File: src/rtl/game_ctl_if.sv
// Signal bundle between the click/UART front end and game_ctl.
// The pause_clicked wire exists only when GAME_CTL_PAUSE_EN is defined.
interface game_ctl_if #(
   parameter int unsigned N_TARGETS = 4,
   parameter int unsigned TIMER_W   = 8,
   parameter int unsigned SCORE_W   = 10
);
   // Inputs: *_clicked and target_hit are single-cycle pulses sampled on the
   // rising pclk edge, uart_start is a level. No valid/ready back-pressure:
   // every output is a registered status, updated one cycle after its cause.
   logic                 play_clicked;
   logic                 stop_clicked;
   logic                 uart_start;
   logic [N_TARGETS-1:0] target_hit;
`ifdef GAME_CTL_PAUSE_EN
   logic                 pause_clicked;
`endif
   logic [2:0]           state;
   logic                 play_btn_vis;
   logic                 game_active;
   logic                 tick_1s;
   logic [TIMER_W-1:0]   time_left;
   logic [SCORE_W-1:0]   score;
   logic                 score_valid;
   logic                 game_over;

`ifdef GAME_CTL_PAUSE_EN
   modport master (
      output play_clicked, stop_clicked, uart_start, target_hit, pause_clicked,
      input  state, play_btn_vis, game_active, tick_1s, time_left, score,
             score_valid, game_over
   );
   modport slave (
      input  play_clicked, stop_clicked, uart_start, target_hit, pause_clicked,
      output state, play_btn_vis, game_active, tick_1s, time_left, score,
             score_valid, game_over
   );
`else
   modport master (
      output play_clicked, stop_clicked, uart_start, target_hit,
      input  state, play_btn_vis, game_active, tick_1s, time_left, score,
             score_valid, game_over
   );
   modport slave (
      input  play_clicked, stop_clicked, uart_start, target_hit,
      output state, play_btn_vis, game_active, tick_1s, time_left, score,
             score_valid, game_over
   );
`endif
endinterface

File: src/rtl/game_ctl.sv
// Game-flow controller: IDLE -> WAIT -> GAME -> SCORE with seconds countdown,
// saturating multi-target score and stop abort. GAME_CTL_PAUSE_EN adds PAUSE.
module game_ctl #(
   parameter int unsigned CLK_HZ       = 40_000_000,
   parameter int unsigned GAME_SECONDS = 30,
   parameter int unsigned HOLD_SECONDS = 5,
   parameter int unsigned TIMER_W      = 8,
   parameter int unsigned N_TARGETS    = 4,
   parameter int unsigned SCORE_W      = 10
) (
   input  logic        pclk,
   input  logic        rst,
   game_ctl_if.slave   bus
);

   localparam int unsigned PRESC_W = (CLK_HZ > 1) ? $clog2(CLK_HZ) : 1;
   localparam int unsigned HOLD_W  = $clog2(HOLD_SECONDS + 1);
   localparam int unsigned HIT_W   = $clog2(N_TARGETS + 1);
   localparam int unsigned SUM_W   = SCORE_W + 5;

   localparam logic [PRESC_W-1:0] PRESC_LAST = PRESC_W'(CLK_HZ - 1);
   localparam logic [HOLD_W-1:0]  HOLD_LAST  = HOLD_W'(HOLD_SECONDS - 1);
   localparam logic [TIMER_W-1:0] TIME_INIT  = TIMER_W'(GAME_SECONDS);
   localparam logic [SCORE_W-1:0] SCORE_MAX  = '1;

   typedef enum logic [2:0] {
      S_IDLE  = 3'd0,
      S_WAIT  = 3'd1,
      S_GAME  = 3'd2,
      S_SCORE = 3'd3,
      S_PAUSE = 3'd4
   } state_t;

   state_t             state_q, state_d;
   logic [PRESC_W-1:0] presc_q, presc_d;
   logic [HOLD_W-1:0]  hold_q,  hold_d;
   logic [TIMER_W-1:0] time_q,  time_d;
   logic [SCORE_W-1:0] score_q, score_d;
   logic               tick_q,  tick_d;
   logic               over_q,  over_d;
   logic               vis_q, active_q, valid_q;

   logic [HIT_W-1:0]   hit_cnt;
   logic [SUM_W-1:0]   score_sum;
   logic [SCORE_W-1:0] score_sat;
   logic               presc_last;

   always_comb begin
      hit_cnt = '0;
      for (int i = 0; i < int'(N_TARGETS); i++) begin
         hit_cnt = hit_cnt + HIT_W'(bus.target_hit[i]);
      end
   end

   assign score_sum  = SUM_W'(score_q) + SUM_W'(hit_cnt);
   assign score_sat  = (score_sum > SUM_W'(SCORE_MAX)) ? SCORE_MAX
                                                       : score_sum[SCORE_W-1:0];
   assign presc_last = (presc_q == PRESC_LAST);

   always_comb begin
      state_d = state_q;
      presc_d = presc_q;
      hold_d  = hold_q;
      time_d  = time_q;
      score_d = score_q;
      tick_d  = 1'b0;
      over_d  = 1'b0;
      case (state_q)
         S_IDLE: begin
            presc_d = '0;
            if (bus.play_clicked) begin
               state_d = S_WAIT;
               score_d = '0;
               time_d  = TIME_INIT;
            end
         end
         S_WAIT: begin
            presc_d = '0;
            if (bus.stop_clicked) begin
               state_d = S_IDLE;
            end else if (bus.uart_start) begin
               state_d = S_GAME;
            end
         end
         S_GAME: begin
            // Stop (then pause) pre-empts everything else in this cycle,
            // so an aborted game keeps its last score and time untouched.
            if (bus.stop_clicked) begin
               state_d = S_IDLE;
            end
`ifdef GAME_CTL_PAUSE_EN
            else if (bus.pause_clicked) begin
               state_d = S_PAUSE;
            end
`endif
            else begin
               score_d = score_sat;
               if (presc_last) begin
                  presc_d = '0;
                  tick_d  = 1'b1;
                  time_d  = time_q - TIMER_W'(1);
                  if (time_q == TIMER_W'(1)) begin
                     state_d = S_SCORE;
                     over_d  = 1'b1;
                     hold_d  = '0;
                  end
               end else begin
                  presc_d = presc_q + PRESC_W'(1);
               end
            end
         end
         S_SCORE: begin
            if (presc_last) begin
               presc_d = '0;
               tick_d  = 1'b1;
               hold_d  = hold_q + HOLD_W'(1);
            end else begin
               presc_d = presc_q + PRESC_W'(1);
            end
            if (bus.play_clicked || (presc_last && hold_q == HOLD_LAST)) begin
               state_d = S_IDLE;
            end
         end
`ifdef GAME_CTL_PAUSE_EN
         S_PAUSE: begin
            if (bus.stop_clicked) begin
               state_d = S_IDLE;
            end else if (bus.pause_clicked) begin
               state_d = S_GAME;
            end
         end
`endif
         default: begin
            state_d = S_IDLE;
            presc_d = '0;
         end
      endcase
   end

   always_ff @(posedge pclk or negedge rst) begin
      if (!rst) begin
         state_q  <= S_IDLE;
         presc_q  <= '0;
         hold_q   <= '0;
         time_q   <= TIME_INIT;
         score_q  <= '0;
         tick_q   <= 1'b0;
         over_q   <= 1'b0;
         vis_q    <= 1'b1;
         active_q <= 1'b0;
         valid_q  <= 1'b0;
      end else begin
         state_q  <= state_d;
         presc_q  <= presc_d;
         hold_q   <= hold_d;
         time_q   <= time_d;
         score_q  <= score_d;
         tick_q   <= tick_d;
         over_q   <= over_d;
         vis_q    <= (state_d == S_IDLE);
         active_q <= (state_d == S_GAME);
         valid_q  <= (state_d == S_SCORE);
      end
   end

   assign bus.state        = state_q;
   assign bus.play_btn_vis = vis_q;
   assign bus.game_active  = active_q;
   assign bus.tick_1s      = tick_q;
   assign bus.time_left    = time_q;
   assign bus.score        = score_q;
   assign bus.score_valid  = valid_q;
   assign bus.game_over    = over_q;

endmodule

File: src/flat_wrapper.sv
// flat-port wrapper written by rule: the top's interface ports become plain ports
module game_ctl_flat 
#(
   parameter int unsigned CLK_HZ       = 40_000_000,
   parameter int unsigned GAME_SECONDS = 30,
   parameter int unsigned HOLD_SECONDS = 5,
   parameter int unsigned TIMER_W      = 8,
   parameter int unsigned N_TARGETS    = 4,
   parameter int unsigned SCORE_W      = 10
)
  (pclk, rst, bus_play_clicked, bus_stop_clicked, bus_uart_start, bus_target_hit, bus_state, bus_play_btn_vis, bus_game_active, bus_tick_1s, bus_time_left, bus_score, bus_score_valid, bus_game_over);
  game_ctl_if #(.N_TARGETS(N_TARGETS), .TIMER_W(TIMER_W), .SCORE_W(SCORE_W)) bus_i ();
  input  logic pclk;
  input  logic rst;
  input wire logic [$bits(bus_i.play_clicked)-1:0] bus_play_clicked;
  input wire logic [$bits(bus_i.stop_clicked)-1:0] bus_stop_clicked;
  input wire logic [$bits(bus_i.uart_start)-1:0] bus_uart_start;
  input wire logic [$bits(bus_i.target_hit)-1:0] bus_target_hit;
  output wire logic [$bits(bus_i.state)-1:0] bus_state;
  output wire logic [$bits(bus_i.play_btn_vis)-1:0] bus_play_btn_vis;
  output wire logic [$bits(bus_i.game_active)-1:0] bus_game_active;
  output wire logic [$bits(bus_i.tick_1s)-1:0] bus_tick_1s;
  output wire logic [$bits(bus_i.time_left)-1:0] bus_time_left;
  output wire logic [$bits(bus_i.score)-1:0] bus_score;
  output wire logic [$bits(bus_i.score_valid)-1:0] bus_score_valid;
  output wire logic [$bits(bus_i.game_over)-1:0] bus_game_over;
  assign bus_i.play_clicked = bus_play_clicked;
  assign bus_i.stop_clicked = bus_stop_clicked;
  assign bus_i.uart_start = bus_uart_start;
  assign bus_i.target_hit = bus_target_hit;
  assign bus_state = bus_i.state;
  assign bus_play_btn_vis = bus_i.play_btn_vis;
  assign bus_game_active = bus_i.game_active;
  assign bus_tick_1s = bus_i.tick_1s;
  assign bus_time_left = bus_i.time_left;
  assign bus_score = bus_i.score;
  assign bus_score_valid = bus_i.score_valid;
  assign bus_game_over = bus_i.game_over;
  game_ctl #(.CLK_HZ(CLK_HZ), .GAME_SECONDS(GAME_SECONDS), .HOLD_SECONDS(HOLD_SECONDS), .TIMER_W(TIMER_W), .N_TARGETS(N_TARGETS), .SCORE_W(SCORE_W)) u_core (.pclk(pclk), .rst(rst), .bus(bus_i));
endmodule
File: config.mk
export PLATFORM = sky130hd
export DESIGN_NAME = game_ctl_flat
export DESIGN_NICKNAME = d
export VERILOG_FILES = /design/src/rtl/game_ctl_if.sv /design/src/rtl/game_ctl.sv /design/src/flat_wrapper.sv
export SDC_FILE = /design/constraint.sdc
export NUM_CORES = 1
export LEC_CHECK = 0
export CORE_ASPECT_RATIO = 1.4
export CORE_UTILIZATION = 55
export DETAILED_ROUTE_END_ITERATION = 10
export PLACE_DENSITY = 0.78
export SYNTH_ARGS = -nofsm -noshare
export SYNTH_HDL_FRONTEND = slang
export SYNTH_SLANG_ARGS = --single-unit
File: constraint.sdc
create_clock -name pclk -period 3.6 [get_ports pclk]
set_input_delay 0.9 -clock pclk [delete_from_list [all_inputs] [get_ports pclk]]
set_output_delay 0.9 -clock pclk [all_outputs]
set_load 0.005 [all_outputs]
---- After elaboration in Yosys (flattened, before gate mapping) ----
Cells that the tools add are included.
Widths: inputs -> output; s select.
operators by class
  mux-type cells .......................... 31
  equality and inequality tests ........... 13
  reduce and logical (&&, ||, !) cells .... 9
  $add $sub $neg .......................... 7
  order comparisons ....................... 1
operator list
  cell                   number
  $mux 26                2
  $pmux 26 s2            1
  $mux 3                 11
  $mux 10                3
  $add 26x1->26 const B  1
  $eq 26x26->1 const B   1
  $mux 8                 3
  $pmux 10 s2            1
  $pmux 8 s2             1
  $gt 15x10->1 const B   1
  $eq 3x2->1 const B     4
  $pmux 3 s4             1
  $add 10x3->11          1
  $eq 8x1->1 const B     1
  $sub 8x1->8 const B    1
  $add 3x1->3            2
  $logic_not 3->1        2
  $mux 1                 6
  $ne 2x1->1 const B     3
  $pmux 3 s2             1
  $reduce_and 5->1       1
  $ne 2x2->1 const B     2
  $reduce_and 4->1       1
  $reduce_bool 2->1      2
  other kinds (8)        8
word-level totals
  input bits .............................. 9
  output and inout port bits .............. 26
  word-level logic and storage cells ...... 71
  flip-flop bits (word level) ............. 55

---- Longest topological paths before layout ----
  depth in word-level cells ............... 8
  depth in mapped cells ................... 11
  gate-level depth less buffers ........... 11

---- Worst setup path before layout ----
Ideal clock, no wire load.
  kind .................................... input -> register
  from .................................... input port bus_target_hit[0]
  to ...................................... register u_core.score_q[5], in the netlist u_core.bus.score[5]
  required time ........................... 3477 ps
  slack ................................... 464 ps
  arrival ................................. 3013 ps
  setup time .............................. 123 ps
  path buffers ............................ 0
  cell stages on the path ................. 10
  path through ............................ ha_1 inv_1 fa_1 inv_1 ha_1 fa_1 a21o_1 nand4_1 nand2_1 o221a_2
on the way
  word-level cells in the longest chain between the ends .. 8
ends and longest elaborated chain
  item                        RTL line            RTL
  from (decl)                 flat_wrapper.sv:18  input wire logic [$bits(bus_i.target_hit)-1:0] bus_target_hit;
  $add 1x1->2 *               game_ctl.sv:51      hit_cnt = hit_cnt + HIT_W'(bus.target_hit[i]);
  $add 3x1->3 * (2 in a row)  game_ctl.sv:51
  $add 10x3->11 *             game_ctl.sv:55      assign score_sum = SUM_W'(score_q) + SUM_W'(hit_cnt);
  $gt 15x10->1                game_ctl.sv:56      assign score_sat = (score_sum > SUM_W'(SCORE_MAX)) ? SCORE_MAX
  $mux 10 *                   game_ctl.sv:56
  $mux 10 *                   game_ctl.sv:88      if (bus.stop_clicked) begin
  $pmux 10 s2 *               game_ctl.sv:68      case (state_q)
  to (signal assigned)        game_ctl.sv:157     score_q <= score_d;
  to (decl)                   game_ctl.sv:38      logic [SCORE_W-1:0] score_q, score_d;
Mark *: on every way between the ends. The rest lies on a longest branch, timed or not. The select of a mux whose other input is x is not followed.
A chain may end at the register's enable or synchronous reset.

---- Worst setup path after layout ----
Ends and elaborated chain as after synthesis.

==> impl_metrics.prom <==
# TYPE chip_impl_metric gauge
chip_impl_metric{name="timing.setup.tns",unit="ns"} 0
chip_impl_metric{name="floorplan.initialDensity",unit=""} 0.570
chip_impl_metric{name="synth_top_area_share",unit=""} 0.397
chip_impl_info{name="synth_area_leader_cell",value="sky130_fd_sc_hd__dfrtp_1"} 1
chip_impl_metric{name="grt_pass1_wl",unit="um"} 13100
chip_impl_metric{name="grt_start_max_net_pins",unit=""} 33
chip_impl_metric{name="ys_async_sr_fraction",unit=""} 1.00
chip_impl_info{name="ys_dominant_reg_cell",value="sky130_fd_sc_hd__dfrtp_1"} 1
chip_impl_metric{name="drt_pass1_iterations",unit=""} 5
chip_impl_info{name="outcome",value="complete, no violations"} 1
chip_impl_metric{name="internal_pwr_total",unit="W"} 0.000796
chip_impl_metric{name="power.switching",unit="W"} 0.000252
chip_impl_metric{name="max_cap_viol_count",unit=""} 0
chip_impl_metric{name="synth-compound-area-share",unit=""} 0.135
chip_impl_metric{name="worst_ep_arrival_time",unit="ns"} 3.47
chip_impl_metric{name="clock_sinks",unit=""} 55
chip_impl_metric{name="postCtsSetupBuffers",unit=""} 0
chip_impl_metric{name="cts.htree.levels",unit=""} 2
chip_impl_metric{name="postSynthAreaPerCell",unit="um2"} 9.26
chip_impl_info{name="synth_area_leaders",value="sky130_fd_sc_hd__dfrtp_1, sky130_fd_sc_hd__dfstp_2, sky130_fd_sc_hd__ha_1"} 1
chip_impl_metric{name="timing.critical_path.required",unit="ns"} 3.80
chip_impl_info{name="setup_repair_after_global_routing_missed_its_margin",value="no"} 1
chip_impl_metric{name="diodes",unit=""} 0
chip_impl_metric{name="die_height",unit="um"} 91.5
chip_impl_metric{name="grtUsageTotal",unit=""} 0.277
chip_impl_metric{name="peakVddDrop",unit="mV"} 0.205
chip_impl_metric{name="synth_mux_area_frac",unit=""} 0.0103
chip_impl_metric{name="route.detailed.vias_per_inst",unit=""} 6.26
chip_impl_metric{name="worst_skew_pair.late_latency",unit="ns"} 0.31
chip_impl_metric{name="layout-drive-gt1-share",unit=""} 0.0847
chip_impl_metric{name="synthesis.instances",unit=""} 340
chip_impl_metric{name="post_synth_xor_area_fraction",unit=""} 0.0334
chip_impl_metric{name="netlist-cell-type-count",unit=""} 61
chip_impl_metric{name="route.detailed.drc",unit=""} 0
chip_impl_metric{name="synthToLayoutAreaGrowth",unit="%"} 16.2
chip_impl_metric{name="grt_ovf",unit=""} 0
chip_impl_info{name="endpoint_kind",value="register"} 1
chip_impl_metric{name="max_freq",unit="MHz"} 306
chip_impl_metric{name="synth_area",unit="mm2"} 0.00315
chip_impl_metric{name="synth_simple_gate_area_frac",unit=""} 0.293
chip_impl_info{name="final_cell_mix",value="sky130_fd_sc_hd__dfrtp_1, sky130_fd_sc_hd__nand2_1, sky130_fd_sc_hd__clkdlybuf4s50_1"} 1
chip_impl_metric{name="slew_headroom",unit=""} 0.310
chip_impl_metric{name="number_of_rows_in_the_core_area",unit=""} 32
chip_impl_info{name="layout.cells.most_common",value="sky130_fd_sc_hd__dfrtp_1"} 1
chip_impl_metric{name="chipWidth",unit="um"} 65.9
chip_impl_metric{name="clkSlewWorstSetupHoldPaths",unit="ns"} 0.09
chip_impl_metric{name="p_comb_frac",unit=""} 0.077
chip_impl_metric{name="mappedNetlistNets",unit=""} 361
chip_impl_info{name="timing_worst_setup_path_type",value="input pin to register"} 1
chip_impl_metric{name="core_footprint",unit="mm2"} 0.00553
chip_impl_metric{name="total_of_flip_flops_plus_latches_after_synthesis",unit=""} 55
chip_impl_metric{name="synth-edff-count",unit=""} 0
chip_impl_metric{name="minimum_period_implied_by_the_final_worst_setup_slack",unit="ns"} 3.27
chip_impl_info{name="main_combinational_cell_family_by_area_after_synthesis",value="simple AND/OR/NAND/NOR gates"} 1
chip_impl_metric{name="power.density_cell_area",unit="mW/mm2"} 287
chip_impl_metric{name="route.final.wire_length",unit="um"} 7650
chip_impl_metric{name="cts.repair.resized",unit=""} 0
chip_impl_metric{name="synth-seq-area-share",unit=""} 0.439
chip_impl_metric{name="place.port_buffers",unit=""} 34
chip_impl_metric{name="postCtsHoldBufs",unit=""} 0
chip_impl_metric{name="post-route-util",unit=""} 0.662
chip_impl_metric{name="first_global_vias",unit=""} 2904
chip_impl_metric{name="wl_per_cell",unit="um"} 17.1
chip_impl_metric{name="final_net_count",unit=""} 398
chip_impl_info{name="worstReg2RegStart",value="u_core.presc_q[0]"} 1
chip_impl_metric{name="synth_warnings",unit=""} 0
chip_impl_info{name="tritoncts",value="built"} 1
chip_impl_metric{name="drv_slew",unit=""} 0
chip_impl_metric{name="cts_buffers",unit=""} 5
chip_impl_metric{name="reg2reg_setup_slack",unit="ns"} 0.81
chip_impl_metric{name="seqPwrFrac",unit=""} 0.602
chip_impl_metric{name="initialDrtViolationCount",unit=""} 154
chip_impl_metric{name="leakagePower",unit="nW"} 1.51
chip_impl_metric{name="drtAntennaViolNets",unit=""} 0
chip_impl_metric{name="clock_skew",unit="ns"} 0.00793
chip_impl_metric{name="final_hold_vios",unit=""} 0
chip_impl_info{name="worst_setup_path_start_kind",value="input pin"} 1
chip_impl_metric{name="fin_crit_sh",unit=""} 0.909
chip_impl_metric{name="post_synth_fa_ha_maj_area_fraction",unit=""} 0.0525
chip_impl_metric{name="worst-slew-pin-transition",unit="ns"} 1.03
chip_impl_metric{name="timing.critical_path.fanout_max",unit=""} 4
chip_impl_metric{name="num_ports",unit=""} 35
chip_impl_metric{name="antenna_found_initial",unit=""} 0
chip_impl_metric{name="place.gp.congestion",unit=""} 0.817
chip_impl_metric{name="switching_share",unit=""} 0.240
chip_impl_metric{name="post-dp-hpwl",unit="um"} 5610
chip_impl_info{name="hold_path.class",value="register to register"} 1
chip_impl_info{name="root_buffer",value="sky130_fd_sc_hd__clkbuf_8"} 1
chip_impl_metric{name="route.vias.total",unit=""} 2793
chip_impl_metric{name="final-setup-viol-count",unit=""} 0
chip_impl_metric{name="cts_max_path_buffers",unit=""} 2
chip_impl_metric{name="floorplan.die_area",unit="mm2"} 0.00603
chip_impl_info{name="timing.critical_path.from",value="bus_target_hit[0]"} 1
chip_impl_info{name="worst_hold_startpoint",value="u_core.bus.score[8]"} 1
chip_impl_metric{name="clock_power_share",unit=""} 0.321
## per-stage QoR
stage,cell area [um2],setup WS [ns],power (W),instances,hold slack [ns]
5_1_grt,3660,0.245,0.00109,446,0.551
6_report,3660,0.329,0.00105,446,0.522
3_5_place_dp,3580,0.00598,0.000724,438,0.488
2_1_floorplan,3150,0.464,0.000679,340,0.481
3_3_place_gp,3580,0.0610,0.000721,438,0.500
4_1_cts,3660,0.336,0.00105,446,0.515
## metal layers
metal / share of wire / vias to the layer above / track usage
met3: 0.043 / 28 / 0.0590
met4: 0.032 / 0 / 0.129
li1: - / 1318 / -
met2: 0.53 / 69 / 0.477
met5: 0 / - / 0
met1: 0.39 / 1378 / 0.317
## worst paths after layout
path                                      endpoint  cells after the start
setup / recovery               u_core.bus.score[5]                     11
hold / removal                 u_core.bus.score[8]                      1
setup reg to reg                u_core.presc_q[10]                      6
hold reg to reg                u_core.bus.score[8]                      1
max in group asynchronous  u_core.bus.time_left[1]                      2
min in group asynchronous       u_core.presc_q[11]                      1
## state kept, by name (all words and copies together) (netlist names), 3 cells and up
| register | flops |
|---|---|
| u_core.bus.score | 10 |
| u_core.bus.state | 3 |
| u_core.bus.time_left | 8 |
| u_core.hold_q | 3 |
| u_core.presc_q | 26 |
## layout make-up
type | instances | area (um2)
Clock buffer | 7 | 76.3
Sequential cell | 55 | 1380
Clock inverter | 1 | 5.00
Timing Repair Buffer | 43 | 403
Tap cell | 68 | 85.1
Inverter | 14 | 52.6
Fill cell | 485 | 1870
Multi-Input combinational cell | 258 | 1650
## cell families after synthesis
kind of cell             after synthesis
adder cells (fa/ha/maj)               12
flip-flops                            55
AND/OR/NAND/NOR                      166
multiplexers                           3
other                                  1
XOR/XNOR                              12
buffers and inverters                 27
AO/OA/AOI/OAI                         64
## Yosys cell counts (2+ instances only)
cell,number
sky130_fd_sc_hd__clkbuf_1,10
sky130_fd_sc_hd__and3_1,5
sky130_fd_sc_hd__nand3b_1,2
sky130_fd_sc_hd__a21oi_1,14
sky130_fd_sc_hd__o31ai_1,6
sky130_fd_sc_hd__and2_1,4
sky130_fd_sc_hd__o21a_1,2
sky130_fd_sc_hd__nor4b_1,2
sky130_fd_sc_hd__and4_1,4
sky130_fd_sc_hd__nand2_1,33
sky130_fd_sc_hd__or3_1,9
sky130_fd_sc_hd__nand3_1,21
sky130_fd_sc_hd__a21o_1,4
sky130_fd_sc_hd__dfstp_2,5
sky130_fd_sc_hd__o21ai_0,10
sky130_fd_sc_hd__mux2_2,2
sky130_fd_sc_hd__a311oi_1,2
sky130_fd_sc_hd__or4_1,2
sky130_fd_sc_hd__buf_2,2
sky130_fd_sc_hd__nor2b_1,3
sky130_fd_sc_hd__a31oi_1,7
sky130_fd_sc_hd__o211ai_1,5
sky130_fd_sc_hd__inv_1,14
sky130_fd_sc_hd__nand4_1,9
sky130_fd_sc_hd__o21ai_1,2
sky130_fd_sc_hd__fa_1,2
sky130_fd_sc_hd__nor3_1,18
sky130_fd_sc_hd__ha_1,10
sky130_fd_sc_hd__xnor2_1,12
sky130_fd_sc_hd__o41ai_1,2
sky130_fd_sc_hd__dfrtp_1,50
sky130_fd_sc_hd__a211oi_1,2
sky130_fd_sc_hd__nor2_1,28
sky130_fd_sc_hd__nand2b_1,3
sky130_fd_sc_hd__nor4_1,8
## worst max-delay path, stage by stage
cell,delay (ns)
sky130_fd_sc_hd__clkdlybuf4s50_1,0.40
sky130_fd_sc_hd__ha_1,0.27
sky130_fd_sc_hd__inv_1,0.04
sky130_fd_sc_hd__fa_1,0.47
sky130_fd_sc_hd__inv_1,0.04
sky130_fd_sc_hd__ha_1,0.20
sky130_fd_sc_hd__fa_1,0.40
sky130_fd_sc_hd__a21o_1,0.20
sky130_fd_sc_hd__nand4_1,0.16
sky130_fd_sc_hd__nand2_1,0.10
sky130_fd_sc_hd__o221a_2,0.28
## power by group through the flow
stage | Combinational, W | Clock, W | Sequential (W)
6_report | 0.0000803 | 0.000337 | 0.000631
5_1_grt | 0.0000901 | 0.000368 | 0.000632
4_1_cts | 0.0000814 | 0.000342 | 0.000631
3_5_place_dp | 0.0000810 | 0 | 0.000643
3_3_place_gp | 0.0000787 | 0 | 0.000642
2_1_floorplan | 0.0000387 | 0 | 0.000640
Power figures use the tool's default switching activity.
